<file path="src/rtl/program_sequencer.sv">
// Instruction issuer: walks a small writable program memory and drives the control unit's
// Opcode bus plus the datapath operand, resolving SKIPZ/NOP/HALT internally.
module program_sequencer #(
  parameter int         WIDTH   = 8,
  parameter int         AW      = 4,
  parameter logic [2:0] IDLE_OP = 3'b100
) (
  input  logic                 clk,
  input  logic                 rst,
  input  logic                 start,
  input  logic                 abort,
  input  logic                 prog_we,
  input  logic [AW-1:0]        prog_addr,
  input  logic [WIDTH+2:0]     prog_wdata,
  input  logic                 status,
  output logic [2:0]           Opcode,
  output logic [WIDTH-1:0]     operand,
  output logic [AW-1:0]        pc,
  output logic                 busy,
  output logic                 done
);

  localparam int         DEPTH    = 1 << AW;
  localparam logic [2:0] OP_SKIPZ = 3'b101;
  localparam logic [2:0] OP_NOP   = 3'b110;
  localparam logic [2:0] OP_HALT  = 3'b111;
  localparam logic [AW:0] ONE     = (AW+1)'(1);
  localparam logic [AW:0] TWO     = (AW+1)'(2);

  typedef enum logic [1:0] {S_IDLE, S_FETCH, S_ISSUE, S_EXEC} state_t;

  logic [WIDTH+2:0] mem_q [DEPTH];

  state_t           state_q;
  logic [2:0]       opcode_q;
  logic [WIDTH-1:0] operand_q;
  logic [AW-1:0]    pc_q;
  logic             busy_q;
  logic             done_q;

  logic [WIDTH+2:0] fetch_word;
  logic [2:0]       fetch_op;
  logic [WIDTH-1:0] fetch_data;
  logic [AW-1:0]    pc_inc;
  logic [AW:0]      skip_sum;
  logic             pc_last;

  assign fetch_word = mem_q[pc_q];
  assign fetch_op   = fetch_word[WIDTH+2:WIDTH];
  assign fetch_data = fetch_word[WIDTH-1:0];
  assign pc_inc     = pc_q + AW'(1);
  // Carry out of the extended sum means the skip would run past the last address.
  assign skip_sum   = {1'b0, pc_q} + (status ? TWO : ONE);
  assign pc_last    = &pc_q;

  always_ff @(posedge clk) begin
    if (prog_we && state_q == S_IDLE) begin
      mem_q[prog_addr] <= prog_wdata;
    end
  end

  always_ff @(posedge clk or posedge rst) begin
    if (rst) begin
      state_q   <= S_IDLE;
      opcode_q  <= IDLE_OP;
      operand_q <= '0;
      pc_q      <= '0;
      busy_q    <= 1'b0;
      done_q    <= 1'b0;
    end else begin
      done_q <= 1'b0;
      if (abort && state_q != S_IDLE) begin
        state_q  <= S_IDLE;
        opcode_q <= IDLE_OP;
        busy_q   <= 1'b0;
      end else begin
        case (state_q)
          S_IDLE: begin
            if (start && !abort) begin
              pc_q    <= '0;
              state_q <= S_FETCH;
              busy_q  <= 1'b1;
            end
          end
          S_FETCH: begin
            case (fetch_op)
              OP_SKIPZ: begin
                if (skip_sum[AW]) begin
                  state_q <= S_IDLE;
                  busy_q  <= 1'b0;
                  done_q  <= 1'b1;
                end else begin
                  pc_q <= skip_sum[AW-1:0];
                end
              end
              OP_NOP: begin
                if (pc_last) begin
                  state_q <= S_IDLE;
                  busy_q  <= 1'b0;
                  done_q  <= 1'b1;
                end else begin
                  pc_q <= pc_inc;
                end
              end
              OP_HALT: begin
                state_q <= S_IDLE;
                busy_q  <= 1'b0;
                done_q  <= 1'b1;
              end
              default: begin
                opcode_q  <= fetch_op;
                operand_q <= fetch_data;
                state_q   <= S_ISSUE;
              end
            endcase
          end
          S_ISSUE: begin
            opcode_q <= IDLE_OP;
            state_q  <= S_EXEC;
          end
          S_EXEC: begin
            if (pc_last) begin
              state_q <= S_IDLE;
              busy_q  <= 1'b0;
              done_q  <= 1'b1;
            end else begin
              pc_q    <= pc_inc;
              state_q <= S_FETCH;
            end
          end
        endcase
      end
    end
  end

  assign Opcode  = opcode_q;
  assign operand = operand_q;
  assign pc      = pc_q;
  assign busy    = busy_q;
  assign done    = done_q;

endmodule

</file>
<file path="config.mk">
export PLATFORM = sky130hd
export DESIGN_NAME = program_sequencer
export DESIGN_NICKNAME = d
export VERILOG_FILES = /design/src/rtl/program_sequencer.sv
export SDC_FILE = /design/constraint.sdc
export NUM_CORES = 1
export LEC_CHECK = 0
export BUFFER_PORTS_ARGS = -buffer_cell sky130_fd_sc_hd__buf_2
export CAP_MARGIN = 40
export CORE_MARGIN = 8
export CORE_UTILIZATION = 35
export DETAILED_ROUTE_END_ITERATION = 12
export PLACE_DENSITY_LB_ADDON = 0.1
export SYNTH_ARGS = -nofsm -noshare
export SYNTH_HDL_FRONTEND = slang
export SYNTH_SLANG_ARGS = --single-unit
</file>
<file path="constraint.sdc">
create_clock -name clk -period 4.5 [get_ports clk]
set_input_delay 0.225 -clock clk [delete_from_list [all_inputs] [get_ports clk]]
set_output_delay 0.225 -clock clk [all_outputs]
set_load 0.01 [all_outputs]
</file>
==> reports/qor.json <==
{
  "design.final.nets": 495,
  "antenna_cells": 0,
  "flow.area_growth_from_synthesis_pct": 17.1,
  "clockRootBuffer": "clkbuf_16",
  "final_antenna_net_count": 0,
  "die_height_um": 167,
  "synthDistinctLibCells": 54,
  "antenna_found_initial": 0,
  "final_util_pct": 41.5,
  "crit_chain": "buf_4 -> nor2b_1 -> a22oi_1 -> nand3_1 -> a41oi_1 -> nand2b_1 -> a21boi_0 -> o211ai_2",
  "rows": 55,
  "route.vias.total": 4103,
  "power.switching_fraction_pct": 30.7,
  "clockBufferDepth": 2,
  "h-tree-depth": 4,
  "worst-r2r-cell-count": 8,
  "coreArea_sq_um": 22500,
  "critical-path-slowest-cell": "dfrtp_2",
  "dp.final_hpwl_mm": 12.7,
  "share_clk_of_total_power_pct": 28.3,
  "drv_cap": 0,
  "die_x_um": 167,
  "setup.worst_path.class": "flop to flop",
  "maxClockFrequency_mhz": 307,
  "top_flip_flop_cell_by_instance_count_after_synthesis": "edfxtp_1",
  "grt_pass1_vias": 4217,
  "synth.avg_cell_area_sq_um": 19.5,
  "max-vdd-ir-drop_mv": 0.241,
  "synth_warnings": 0,
  "total_power_uw": 5110,
  "tritoncts": "built",
  "fin_tns_setup_ns": 0,
  "dr_vias_cell": 5.35,
  "gr-usage-met1_pct": 17.5,
  "worst_setup_path_end_kind": "flop",
  "grt_setup_unrepaired": "false",
  "finalClockSkew_ns": 0.0108,
  "netlist_instances": 409,
  "slew_headroom_pct": 46.5,
  "p_leak_uw": 0.00310,
  "synth_enable_flop_cells": 176,
  "finish.instance_area_sq_um": 9350,
  "count_of_input_and_output_buffers": 37,
  "min_delay_worst_type": "input pin to flop",
  "power.switching_uw": 1570,
  "grt_use_total_pct": 14.0,
  "placed_cell_area_sq_um": 8780,
  "drc_errors": 0,
  "synth.yosys.seq_area_share_pct": 72.2,
  "drtIter0Drc": 289,
  "clock_sinks": 195,
  "number_of_i_o_pins": 38,
  "power_frac_comb_pct": 27.6,
  "worst_setup_hold_path_clk_slew_ns": 0.07,
  "first_pass_iters": 4,
  "flops_latches_synth": 195,
  "die_area_sq_um": 27900,
  "setup_violations": 0,
  "grt_first_pass_wirelength_mm": 28.1,
  "final_wl_mm": 19.1,
  "synthArstFlopShare_pct": 9.74,
  "cts_inserted_buffers": 17,
  "cp_max_fo": 28,
  "layout_min_cycle_time_ns": 3.26,
  "hold_violations": 0,
  "slew_viol_final": 0,
  "routedWlPerCell_um": 24.9,
  "insertion_delay_ns": 0.43,
  "global_route.usage.met3_pct": 3.05,
  "worst_path_arrival_ns": 3.55,
  "whs_path_depth": 2,
  "final_min_period_over_clock_period_pct": 72.5,
  "grt_max_degree": 29,
  "synthesis.nets": 434,
  "cp_data_required_time_ns": 4.79,
  "gr-max-usage-layer": "met2",
  "run_status": "finished, final reports clean",
  "final_layout_size_suffix_gt1_share_pct": 33.6,
  "grt_util_met2_pct": 24.1,
  "p_int_uw": 3540,
  "power-per-cell-area_nw_per_um2": 547,
  "crit_path_start_kind": "flop",
  "worst_slew_pin_slew_ns": 0.802,
  "gp_congestion": 0.765,
  "power_share_of_the_sequential_group_pct": 44.1,
  "floorplan.initialDensity_pct": 35.5,
  "synth_area_sq_um": 7980,
  "grt_overflow_total": 0,
  "worst_path_largest_cell_delay_ns": 0.88
}
through the flow:
stage / instances / hold WS (ns) / worst slack, ns
after CTS: 767 / 0.0487 / 1.17
after global routing: 767 / 0.0852 / 0.964
after global placement: 721 / 0.451 / 1.29
after floorplan: 409 / 0.175 / 1.99
final: 767 / 0.0722 / 1.24
after detailed placement: 735 / 0.219 / 1.18
power by group through the flow:
| stage | clock (uW) | sequential, uW | combinational (uW) |
|---|---|---|---|
| 2_1_floorplan | 0 | 2210 | 1050 |
| 3_3_place_gp | 0 | 2310 | 1380 |
| 3_5_place_dp | 0 | 2300 | 1430 |
| 4_1_cts | 1480 | 2260 | 1430 |
| 5_1_grt | 1540 | 2280 | 1530 |
| 6_report | 1440 | 2260 | 1410 |
sequential cells by signal, summed over array words and instances (netlist names):
register / cells
Opcode: 3
pc: 4
state_q: 2
mem_q: 176
operand: 8
busy: 1
done: 1
cells in the mapped netlist, drive strengths merged (2+ instances only):
| library cell | n | area share (%) |
|---|---|---|
| mux2 | 11 | 1.6 |
| nand3b | 2 | 0.19 |
| ha | 3 | 0.47 |
| mux2i | 15 | 1.9 |
| nor3 | 5 | 0.31 |
| dfrtp | 18 | 5.6 |
| a21oi | 2 | 0.13 |
| clkbuf | 4 | 0.19 |
| mux4 | 48 | 14 |
| o311ai | 2 | 0.22 |
| o22ai | 3 | 0.24 |
| a22oi | 5 | 0.47 |
| a2bb2o | 2 | 0.25 |
| a211oi | 3 | 0.28 |
| edfxtp | 176 | 66 |
| a31oi | 3 | 0.42 |
| inv | 7 | 0.33 |
| o21ai | 4 | 0.25 |
| nand4 | 2 | 0.16 |
| nand2b | 6 | 0.47 |
| and3 | 3 | 0.24 |
| buf | 15 | 1.2 |
| nand2 | 15 | 0.74 |
| nor2 | 22 | 1.0 |
| and2 | 4 | 0.34 |
| nor2b | 5 | 0.39 |
| nand3 | 6 | 0.38 |
layout by cell type (no fill, tap or decap), types with 3 or more instances in the layout:
| master | netlist | routed |
|---|---|---|
| buf_4 | 4 | 8 |
| nor2_1 | 22 | 14 |
| nor2b_1 | 5 | 5 |
| clkbuf_16 | 0 | 17 |
| nand2_1 | 14 | 14 |
| and2_1 | 3 | 3 |
| dfrtp_1 | 18 | 16 |
| mux2i_1 | 15 | 15 |
| o22ai_1 | 3 | 3 |
| mux2_2 | 6 | 6 |
| clkinv_2 | 0 | 3 |
| nor3_4 | 0 | 4 |
| o21ai_0 | 4 | 4 |
| and3_1 | 3 | 3 |
| mux4_2 | 44 | 44 |
| clkinv_4 | 0 | 3 |
| a22oi_1 | 5 | 5 |
| a211oi_1 | 3 | 3 |
| nand2b_1 | 6 | 6 |
| buf_2 | 7 | 37 |
| edfxtp_1 | 176 | 176 |
| nor2_2 | 0 | 8 |
| buf_8 | 0 | 12 |
| ha_1 | 3 | 3 |
| nand3_1 | 6 | 6 |
| inv_1 | 7 | 7 |
| mux2_1 | 4 | 4 |
| mux4_1 | 4 | 4 |
repair_timing:
item | in CTS | in global routing
resized for setup | 0 | 0
setup buffers | 0 | 0
hold endpoints to repair | 5 | 0
hold buffers | 1 | 0
cells by family after synthesis:
kind of cell / share of synthesized area (%)
multiplexers: 17.2
adder cells (fa/ha/maj): 0.721
flip-flops: 72.2
AO/OA/AOI/OAI: 3.51
AND/OR/NAND/NOR: 4.53
XOR/XNOR: 0.110
buffers and inverters: 1.76
worst max-delay path: cells and delay by family, from the launching register on:
family	cells	cell delay, ns
AOI/OAI and AO/OA	4	0.93
and+or+nand+nor	3	0.85
buffers and inverters	1	0.45
DFF	1	0.88
routing by layer:
metal | part of all wire [%] | routed length [um]
met3 | 3.1 | 592
met2 | 52 | 9880
met5 | 0 | 0
met4 | 0.77 | 147
met1 | 44 | 8500
layout make-up:
cell class                 instances  area, sq um
clock buffer                      17          425
fill                            1963        13200
tap                              285          357
sequential                       195         5760
clock inverter                    14          130
multi-input combinational        187         2150
timing repair buffer              61          494
inverter                           8         30.0
worst paths after layout:
path | from | to | slack (ns)
worst max-delay path | pc[1] | busy | 1.24
worst min-delay path | abort | state_q[1] | 0.07
worst max register to register | pc[1] | busy | 1.24
worst min register to register | Opcode[0] | Opcode[0] | 0.49
max in group asynchronous | rst | Opcode[2] | 3.67
min in group asynchronous | rst | operand[7] | 0.31
(Power assumes the default switching activity.)
